`config.mk`:
```
export PLATFORM = sky130hd
export DESIGN_NAME = mpt_walk_arbiter
export DESIGN_NICKNAME = d
export VERILOG_FILES = /design/src/rtl/mpt_walk_arbiter.sv
export SDC_FILE = /design/constraint.sdc
export NUM_CORES = 1
export LEC_CHECK = 0
export ABC_AREA = 1
export CAP_MARGIN = 20
export CORE_ASPECT_RATIO = 0.9
export CORE_MARGIN = 2
export CORE_UTILIZATION = 36
export CTS_BUF_LIST = sky130_fd_sc_hd__clkbuf_2 sky130_fd_sc_hd__clkbuf_4 sky130_fd_sc_hd__clkbuf_8
export DETAILED_ROUTE_END_ITERATION = 10
export PLACE_DENSITY_LB_ADDON = 0.25
export RECOVER_POWER = 50
export SYNTH_ARGS = -nofsm -noshare
export SYNTH_HDL_FRONTEND = slang
export SYNTH_SLANG_ARGS = --single-unit
```
`constraint.sdc`:
```
create_clock -name clk_i -period 1.45 [get_ports clk_i]
set_clock_uncertainty 0.1 [all_clocks]
set_input_delay 0.29 -clock clk_i [delete_from_list [all_inputs] [get_ports clk_i]]
set_output_delay 0.29 -clock clk_i [all_outputs]
set_load 0.01 [all_outputs]
```
`src/rtl/mpt_walk_arbiter.sv`:
```
// rtl/mpt_walk_arbiter.sv - round-robin arbiter sharing one MPT walker among NUM_REQ requesters
// One lookup in flight; flushes abort it, and a walker already started is drained before reuse.
module mpt_walk_arbiter #(
  parameter int NUM_REQ = 2,
  parameter int PLEN    = 34
) (
  input  logic                    clk_i,
  input  logic                    rst_i,
  input  logic [1:0]              mode_i,
  input  logic                    flush_i,
  input  logic [NUM_REQ-1:0]      req_valid_i,
  input  logic [NUM_REQ*PLEN-1:0] req_spa_i,
  input  logic [NUM_REQ*2-1:0]    req_access_i,
  output logic [NUM_REQ-1:0]      req_ready_o,
  output logic [NUM_REQ-1:0]      rsp_valid_o,
  output logic [1:0]              rsp_perm_o,
  output logic                    rsp_fault_o,
  output logic                    ptw_valid_o,
  input  logic                    ptw_ready_i,
  output logic [PLEN-1:0]         ptw_spa_o,
  output logic [1:0]              ptw_access_o,
  input  logic                    ptw_done_i,
  input  logic [1:0]              ptw_perm_i,
  input  logic                    ptw_fault_i,
  output logic                    ptw_flush_o,
  output logic                    busy_o
);

  localparam int IDX_W = $clog2(NUM_REQ);
  localparam logic [1:0] MPT_BARE   = 2'b00;
  localparam logic [1:0] PERM_NONE  = 2'b00;
  localparam logic [1:0] PERM_RWX   = 2'b11;

  typedef enum logic [2:0] {S_IDLE, S_ISSUE, S_WAIT, S_RESPOND, S_DRAIN} state_e;

  state_e             r_state, w_next;
  logic [IDX_W-1:0]   r_rr, r_idx, w_win, w_hi, w_lo;
  logic               w_hi_f, w_any, w_grant, w_bare;
  logic [PLEN-1:0]    r_spa, w_spa;
  logic [1:0]         r_access, w_acc, r_perm;
  logic               r_fault;

  // Descending scan leaves the lowest valid index; the "hi" pass only counts indices at or above r_rr.
  always_comb begin
    w_hi = '0; w_lo = '0; w_hi_f = 1'b0; w_any = 1'b0;
    for (int j = NUM_REQ - 1; j >= 0; j--) begin
      if (req_valid_i[j]) begin
        w_lo  = IDX_W'(j);
        w_any = 1'b1;
        if (IDX_W'(j) >= r_rr) begin
          w_hi   = IDX_W'(j);
          w_hi_f = 1'b1;
        end
      end
    end
    w_win = w_hi_f ? w_hi : w_lo;
  end

  always_comb begin
    w_spa = '0; w_acc = '0;
    for (int j = 0; j < NUM_REQ; j++) begin
      if (IDX_W'(j) == w_win) begin
        w_spa = req_spa_i[j*PLEN +: PLEN];
        w_acc = req_access_i[j*2 +: 2];
      end
    end
  end

  assign w_grant = (r_state == S_IDLE) && w_any && !flush_i;
  assign w_bare  = (mode_i == MPT_BARE);

  always_ff @(posedge clk_i or posedge rst_i) begin
    if (rst_i) r_state <= S_IDLE;
    else       r_state <= w_next;
  end

  always_comb begin
    w_next = r_state;
    case (r_state)
      S_IDLE:    if (w_grant) w_next = w_bare ? S_RESPOND : S_ISSUE;
      S_ISSUE:   if (flush_i) w_next = S_IDLE;
                 else if (ptw_ready_i) w_next = S_WAIT;
      S_WAIT:    if (flush_i) w_next = ptw_done_i ? S_IDLE : S_DRAIN;
                 else if (ptw_done_i) w_next = S_RESPOND;
      S_RESPOND: w_next = S_IDLE;
      S_DRAIN:   if (ptw_done_i) w_next = S_IDLE;
      default:   w_next = S_IDLE;
    endcase
  end

  always_ff @(posedge clk_i or posedge rst_i) begin
    if (rst_i) begin
      r_rr <= '0; r_idx <= '0; r_spa <= '0; r_access <= '0; r_perm <= '0; r_fault <= 1'b0;
    end else begin
      if (w_grant) begin
        r_idx    <= w_win;
        r_spa    <= w_spa;
        r_access <= w_acc;
        if (w_bare) begin
          r_perm  <= PERM_RWX;
          r_fault <= 1'b0;
        end
      end
      if (r_state == S_WAIT && ptw_done_i && !flush_i) begin
        r_perm  <= ptw_fault_i ? PERM_NONE : ptw_perm_i;
        r_fault <= ptw_fault_i;
      end
      if (r_state == S_RESPOND)
        r_rr <= (r_idx == IDX_W'(NUM_REQ - 1)) ? '0 : r_idx + 1'b1;
    end
  end

  // ptw_valid_o drops under flush so the walker never sees a handshake the FSM is abandoning.
  always_comb begin
    req_ready_o = '0;
    rsp_valid_o = '0;
    rsp_perm_o  = PERM_NONE;
    rsp_fault_o = 1'b0;
    ptw_valid_o = 1'b0;
    ptw_flush_o = 1'b0;
    busy_o      = (r_state != S_IDLE);
    case (r_state)
      S_IDLE:    if (w_grant && !rst_i) req_ready_o = NUM_REQ'(1) << w_win;
      S_ISSUE:   ptw_valid_o = !flush_i;
      S_WAIT:    ptw_flush_o = flush_i;
      S_RESPOND: begin
        rsp_valid_o = NUM_REQ'(1) << r_idx;
        rsp_perm_o  = r_perm;
        rsp_fault_o = r_fault;
      end
      default: ;
    endcase
  end

  assign ptw_spa_o    = r_spa;
  assign ptw_access_o = r_access;

endmodule

```
# Word-level counts from Yosys, hierarchy flattened
# Index checks and enable logic that the tools add are counted.
[word_totals]
word_cells = 70
register_bits = 44
output_inout_bits = 46
inputBits = 84
[classes]
shift = 2
order_cmp = 2
n_eq_ne = 8
reduce_logical = 14
n_mux = 36
add_sub_neg = 1
[op_table]
columns = ["operator", "n"]
rows = [
  ["34-bit 2-to-1 mux", 1],
  ["3-bit 2-to-1 mux", 7],
  ["2-bit 2-to-1 mux", 10],
  ["1-bit 2-to-1 mux", 17],
  ["3-bit case mux with 4 select lines", 1],
  ["3-bit by 2-bit equality test with 1-bit output, second input constant", 2],
  ["3-bit != test, second input constant", 2],
  ["1-bit logical AND", 5],
  ["2-bit != test, second input constant", 2],
  ["4-bit AND reduction", 1],
  ["2-bit nonzero test", 2],
  ["1-bit by 1-bit << shifter with 2-bit output, first input constant", 2],
  ["3-bit by 1-bit equality test with 1-bit output, second input constant", 1],
  ["3-bit equality test, second input constant", 1],
  ["3-bit zero test", 1],
  ["3-bit nonzero test", 1],
  ["1-bit greater-or-equal comparator, first input constant", 2],
  ["1-bit zero test", 2],
  ["2-bit zero test", 1],
  ["2-bit AND reduction", 1],
  ["1-bit adder, second input constant", 1],
]

# Longest topological paths before layout
# Gate-level depths: netlist of run 1.
[logic_depth]
ltp_word = 9
mapped_depth = 8
depth_no_buf = 7

# Worst setup path before layout of run 1
# No wires, ideal clock.
[synth_timing]
kind = "register to output"
startpoint = "register r_state[0]"
endpoint = "output req_ready_o[1]"
path_stages_with_launch = 5
arrival_time_ns = 1.170
n_path_buf = 1
required_ns = 1.060
path_slack_ns = -0.110
cell_sequence = "dfrtp_1 nor2_4 nand3_2 buf_2 nor3_1"
[synth_via]
elab_chain_cells = 6
[synth_rtl]
columns = ["item", "line", "rtl"]
rows = [
  ["start, declared", "36", "state_e r_state, w_next;"],
  ["start signal, assigned", "74", "else r_state <= w_next;"],
  ["3-bit zero test *", "69, 122", ""],
  ["1-bit logical AND (2 in a row)", "69", "assign w_grant = (r_state == S_IDLE) && w_any && !flush_i;"],
  ["1-bit logical AND", "123", "S_IDLE: if (w_grant && !rst_i) req_ready_o = NUM_REQ'(1) << w_win;"],
  ["2-bit 2-to-1 mux", "123", ""],
  ["2-bit 2-to-1 mux *", "122", "case (r_state)"],
  ["end, declared", "14", "output logic [NUM_REQ-1:0] req_ready_o,"],
]
# Every way passes the cells marked *; elsewhere a longest branch is shown, timed or not.

# Worst setup path after layout of run 1
[layout_timing]
startpoint = "register r_state[2]"
endpoint = "output req_ready_o[1]"
# The elaborated chain is that of the path after synthesis.

==> results of run 1 <==
cell families (layout without fill, tap and decap cells):
group           after synthesis  in the layout
compound gates               43             43
buf+inv                      34            205
flops                        44             44
simple gates                189            189
routing by layer:
metal / global-route usage [%] / vias up / routed length [um]
li1: - / 1310 / -
met1: 29.6 / 1320 / 3510
met2: 43.3 / 104 / 4670
met3: 4.37 / 18 / 465
met4: 8.46 / 0 / 190
met5: 0 / - / 0
flip-flops by register name (all words and copies together) (netlist names):
signal,count
r_idx,1
r_state,3
r_fault,1
ptw_access_o,2
r_perm,2
ptw_spa_o,34
r_rr,1
worst max-delay path: stages (launching register included):
cell,delay [ns]
dfrtp_1,0.43
buf_6,0.14
nor2_4,0.12
nand3_4,0.11
nor3_2,0.11
buf_2,0.15
power breakdown:
part           internal [mW]  switching, mW  total, mW  leakage, nW
Sequential              1.81          0.460       2.27        0.536
Clock                  0.381          0.420      0.801       0.0510
Combinational           2.42           2.21       4.62         1.69
Total                   4.60           3.09       7.69         2.27
layout by cell type, fill, tap and decap left out, drive strengths merged:
cell,synthesis,routed
clkinv,0,2
nand2,82,82
clkbuf,3,7
nand3,11,11
or2,1,1
buf,13,59
clkdlybuf4s15,0,4
clkdlybuf4s50,0,81
nand4,1,1
inv,18,18
dfrtp,44,44
nor3,2,2
nor2,91,91
nand3b,1,1
a21oi,4,4
o21ai,39,39
dlygate4sd2,0,34
stage by stage:
step	power [mW]	std cells	TNS, ns	cell area (um2)
4_1_cts	7.21	570	-6.90	4450
2_1_floorplan	3.63	310	-0.00424	2270
6_report	7.69	568	-8.43	4690
5_1_grt	8.16	568	-11.84	4690
3_5_place_dp	5.34	534	-30.32	3750
3_3_place_gp	5.27	534	-29.73	3750
area by class of cell:
type	count	area, um2
Timing Repair Buffer	179	1890
Fill cell	463	1430
Multi-Input combinational cell	232	1420
Sequential cell	44	1100
Tap cell	87	109
Clock buffer	6	82.6
Inverter	18	67.6
Clock inverter	2	10.0
worst paths after layout:
kind | startpoint | end | cells after the start
max | r_state[2] | req_ready_o[1] | 5
min | ptw_spa_o[23] | ptw_spa_o[23] | 2
max reg2reg | r_state[2] | ptw_spa_o[18] | 9
min reg2reg | ptw_spa_o[23] | ptw_spa_o[23] | 2
max in group asynchronous | rst_i | r_state[0] | 4
min in group asynchronous | rst_i | ptw_spa_o[1] | 4
timing repair:
item	CTS	global route
endpoints found under the setup margin	87	53
pin swaps	33	31
setup buffers	17	3
hold buffers	0	0
cloned	12	0
endpoints found under the hold margin	0	0
gates resized for setup	161	84
==> impl_metrics.env, run 1 <==
export IMPL_status="finished with violations"
export IMPL_violations="negative setup slack"
export IMPL_io_buffers=129
export IMPL_synthMuxAreaShare_pct=0
export IMPL_cts_buffers=5
export IMPL_routabilityCongestion=0.866
export IMPL_clk_latency_ns=0.30
export IMPL_grt_pass1_vias=2695
export IMPL_critPathKind="flop to output port"
export IMPL_path_max_fanout=3
export IMPL_maxCapViolations=0
export IMPL_hold_class="flop to flop"
export IMPL_synthAdderAreaFrac_pct=0
export IMPL_clk_pin_slew_worst_paths_ns=0.08
export IMPL_finalHoldViolCount=0
export IMPL_synth_edf_count=0
export IMPL_crit_required_ns=1.06
export IMPL_initial_core_util_pct=37.0
export IMPL_synth_compound_area_share_pct=9.67
export IMPL_dp_hpwl_mm=4.69
export IMPL_drtIter0Drc=103
export IMPL_ys_flop_type="dfrtp_1"
export IMPL_wl_per_cell_um=15.6
export IMPL_synthXorXnorAreaFrac_pct=0
export IMPL_drc=0
export IMPL_p_per_area_mw_per_mm2=1640
export IMPL_max_freq_mhz=569
export IMPL_htreeDepth=2
export IMPL_rows=27
export IMPL_die_w_um=87.6
export IMPL_synth_simple_area_share_pct=33.3
export IMPL_layout_drive_gt1_share_pct=33.3
export IMPL_synthesis_area_mm2=0.00226
export IMPL_end_kind="output port"
export IMPL_r2r_slack_ns=-0.20
export IMPL_routed_wl_mm=8.84
export IMPL_period_share_pct=121
export IMPL_ys_seq_elements=44
export IMPL_fp_dieH_um=79.2
export IMPL_root_buffer="clkbuf_8"
export IMPL_vias=2752
export IMPL_worstPathArrival_ns=1.37
export IMPL_area_growth_pct=107
export IMPL_max_slew_margin_pct=56.1
export IMPL_clk_path_buf_depth=2
export IMPL_antenna_cells=0
export IMPL_ys_types=22
export IMPL_grt_max_degree=38
export IMPL_synth_largest_area_cell="dfrtp_1"
export IMPL_final_util_pct=76.6
export IMPL_pre_cts_ws_ns=-0.745
export IMPL_yosys_top_cells_count="nor2_1, nand2_1, dfrtp_1, o21ai_1, inv_1"
export IMPL_overflow=0
export IMPL_synth_warning_count=0
export IMPL_drtPass1Iterations=4
export IMPL_cts_tree="yes"
export IMPL_synth_area_leaders="dfrtp_1, nor2_1, nand2_1"
export IMPL_fp_dieArea_mm2=0.00694
export IMPL_antenna_found_initial=0
export IMPL_cts_num_sinks=44
export IMPL_synth_top_family_by_area="simple AND/OR/NAND/NOR gates"
export IMPL_hold_ws_ns=0.374
export IMPL_grt_usage_pct=24.5
export IMPL_async_reset_ff_share_pct=100
export IMPL_io_pins=130
export IMPL_synth_top_cell_area_share_pct=48.6
export IMPL_vdd_drop_max_mv=0.799
export IMPL_timing_final_crit_period_ns=1.76
export IMPL_tightest_slew_ns=0.659
export IMPL_p_leak_nw=2.27
export IMPL_worst_slack_ns=-0.308
export IMPL_synth_cells=310
export IMPL_drv_slew=0
export IMPL_grt_pass1_wl_mm=13.0
export IMPL_setup_viol=49
export IMPL_synthMostInstantiatedCell="nor2_1"
export IMPL_grt_setup_unrepaired="true"
export IMPL_nNetsFinal=564
export IMPL_vias_per_cell=4.85
export IMPL_start_kind="flop"
export IMPL_ant_nets=0
export IMPL_avgSynthCellArea_um2=7.30
export IMPL_ys_seq_area_share_pct=48.6
export IMPL_syn_nets=394
export IMPL_coreArea_mm2=0.00611
Note: power is estimated with default switching activity, not from simulation.
==> run 2, diff against run 1 <==
- CAP_MARGIN: 20 -> default
- HOLD_SLACK_MARGIN: default -> 0.12
==> results of run 2 <==
Final layout, timing and power as in run 1 (identical DEF).
==> run 3, diff against run 2 <==
- MAX_ROUTING_LAYER: default -> met4
- REMOVE_ABC_BUFFERS: default -> 1
==> run 3 against run 2 <==
Compared with the run above:
- the run still ends with negative setup slack left
- non-clock buffer count down 5
- via count is 4.8% lower
- register-to-register slack is essentially flat
- sequential share of layout area up 2.2 points
- die area unchanged
- worst hold slack better by 0.0014 ns
- sequential power shrank 7%
- routed wire length fell by 7.1%
- critical endpoint is now req_ready_o[0]
- largest power group unchanged
- highest routed layer unchanged
==> impl_metrics.env, run 3 (synthesized netlist as in run 1, its figures left out) <==
export IMPL_status="finished with violations"
export IMPL_violations="negative setup slack"
export IMPL_wl_per_cell_um=14.6
export IMPL_cp_num_cells=6
export IMPL_max_freq_mhz=556
export IMPL_drtPass1Iterations=4
export IMPL_fp_dieArea_mm2=0.00694
export IMPL_grt_pass1_wl_mm=11.7
export IMPL_r2r_slack_ns=-0.19
export IMPL_root_buffer="clkbuf_8"
export IMPL_nNetsFinal=559
export IMPL_htreeDepth=2
export IMPL_finalPower_mw=6.81
export IMPL_hold_depth=2
export IMPL_n_fill_cell=509
export IMPL_vias_per_cell=4.67
export IMPL_antenna_cells=0
export IMPL_worstPathArrival_ns=1.41
export IMPL_period_share_pct=124
export IMPL_critPathTopFamily="buffers and inverters"
export IMPL_power_frac_comb_pct=55.7
export IMPL_grt_setup_unrepaired="true"
export IMPL_coreArea_mm2=0.00611
export IMPL_grt_usage_pct=22.5
export IMPL_startpoint="r_state[1]"
export IMPL_stdcell_count=561
export IMPL_cts_tree="yes"
export IMPL_routed_wl_mm=8.21
export IMPL_hold_class="flop to flop"
export IMPL_slowest_stage="dfrtp_1"
export IMPL_cts_buffers=5
export IMPL_clk_latency_ns=0.29
export IMPL_clk_pin_slew_worst_paths_ns=0.08
export IMPL_final_util_pct=70.0
export IMPL_worst_slack_ns=-0.347
export IMPL_critPathKind="flop to output port"
export IMPL_cpPeakStageDelay_ns=0.40
export IMPL_cts_num_sinks=44
export IMPL_maxCapViolations=0
export IMPL_worst_path_buf_inv=3
export IMPL_io_pins=130
export IMPL_internal_power_mw=4.23
export IMPL_routabilityCongestion=0.922
export IMPL_setup_viol=50
export IMPL_finalHoldViolCount=0
export IMPL_worstReg2RegStart="r_state[1]"
export IMPL_layout_drive_gt1_share_pct=22.6
export IMPL_crit_required_ns=1.06
export IMPL_place_inst=532
export IMPL_p_sw_share_pct=37.9
export IMPL_start_kind="flop"
export IMPL_final_cell_mix="clkdlybuf4s50_1, nand2_1, nor2_1"
export IMPL_drtIter0Drc=80
export IMPL_setup_tns_ns=-8.01
export IMPL_hold_ws_ns=0.375
export IMPL_rr_endpoint="ptw_spa_o[1]"
export IMPL_hold_buffers=0
export IMPL_p_per_area_mw_per_mm2=1590
export IMPL_seq_power_share_pct=31.2
export IMPL_fp_dieH_um=79.2
export IMPL_vdd_drop_max_mv=0.623
export IMPL_max_slew_margin_pct=54.1
export IMPL_timing_final_crit_period_ns=1.80
export IMPL_crit_chain="buf_6 > nor2_4 > nand3_4 > buf_6 > nor3_2 > buf_2"
export IMPL_switching_power_mw=2.58
export IMPL_area_growth_pct=89.0
export IMPL_largest_reg_flops=34
export IMPL_ant_nets=0
export IMPL_vias=2619
export IMPL_die_w_um=87.6
export IMPL_layout_commonest_cell="clkdlybuf4s50_1"
export IMPL_path_max_fanout=4
export IMPL_drv_slew=0
export IMPL_dp_hpwl_mm=4.73
export IMPL_tightest_slew_ns=0.689
export IMPL_clk_path_buf_depth=2
export IMPL_ff2ff_path_depth=9
export IMPL_pwr_share_clk_pct=13.2
export IMPL_critPathMostFrequentCell="buf_6"
export IMPL_initial_core_util_pct=37.0
export IMPL_drc=0
export IMPL_io_buffers=129
export IMPL_crit_path_end="req_ready_o[0]"
export IMPL_p_leak_nw=2.15
export IMPL_grt_pass1_vias=2559
export IMPL_end_kind="output port"
export IMPL_grt_max_degree=38
export IMPL_rows=27
export IMPL_antenna_found_initial=0
export IMPL_overflow=0
==> run 3: cell types whose count changed in the layout (fill, tap and decap cells not counted), moves of 6 or more <==
cell / before / now
nand2_1: 41 / 77
nand2_2: 24 / 4
nor2_2: 3 / 22
nand2_4: 17 / 1
nor2_4: 23 / 7
o21ai_2: 8 / 0
buf_16: 10 / 4
dlygate4sd2_1: 34 / 40
==> run 3: worst min-delay path by stage <==
stage | startpoint | endpoint | slack [ns]
floorplan | ptw_done_i | r_state[2] | 0.30
detailed placement | ptw_spa_o[9] | ptw_spa_o[9] | 0.36
CTS | ptw_spa_o[12] | ptw_spa_o[12] | 0.38
global placement | ptw_spa_o[16] | ptw_spa_o[16] | 0.36
finish | ptw_spa_o[10] | ptw_spa_o[10] | 0.38
global route | ptw_spa_o[10] | ptw_spa_o[10] | 0.39
==> run 3: area by class of cell <==
class	count	area (um2)	area share, %
multi-input combinational	232	1120	26.1
tap	87	109	2.54
inverter	18	67.6	1.58
clock buffer	5	68.8	1.61
clock inverter	1	30.0	0.702
timing repair buffer	174	1780	41.7
sequential	44	1100	25.8
==> run 3: what timing repair did <==
| item | in CTS | in global routing |
|---|---|---|
| gates resized for setup | 118 | 37 |
| pin swaps | 10 | 11 |
| endpoints found under the setup margin | 88 | 52 |
| gates cloned | 4 | 7 |
| buffers inserted | 11 | 2 |
==> run 3: tightest hold or removal path: stages, from the launching register on <==
cell     delay [ns]
dfrtp_1        0.35
nand2_1        0.05
nand2_1        0.05
==> run 3: metrics by stage <==
stage | instance area (um2) | setup slack (ns)
floorplan | 2140 | -1.00
global placement | 3730 | -0.818
detailed placement | 3730 | -0.814
CTS | 4080 | -0.349
global route | 4280 | -0.411
finish | 4280 | -0.347
==> run 3: power by group through the flow <==
stage	Combinational [mW]	Clock, mW	Sequential, mW
global route	4.11	0.954	2.19
CTS	3.37	0.914	2.11
detailed placement	3.21	0	2.14
global placement	3.16	0	2.11
finish	3.79	0.897	2.12
floorplan	1.13	0	2.36
==> run 3: per-layer routing <==
layer | track usage (%) | up-vias | share of wire [%]
li1 | - | 1297 | -
met1 | 26.9 | 1206 | 44
met2 | 37.7 | 108 | 48
met3 | 4.99 | 8 | 6.5
met4 | 7.23 | 0 | 1.5
met5 | - | - | 0
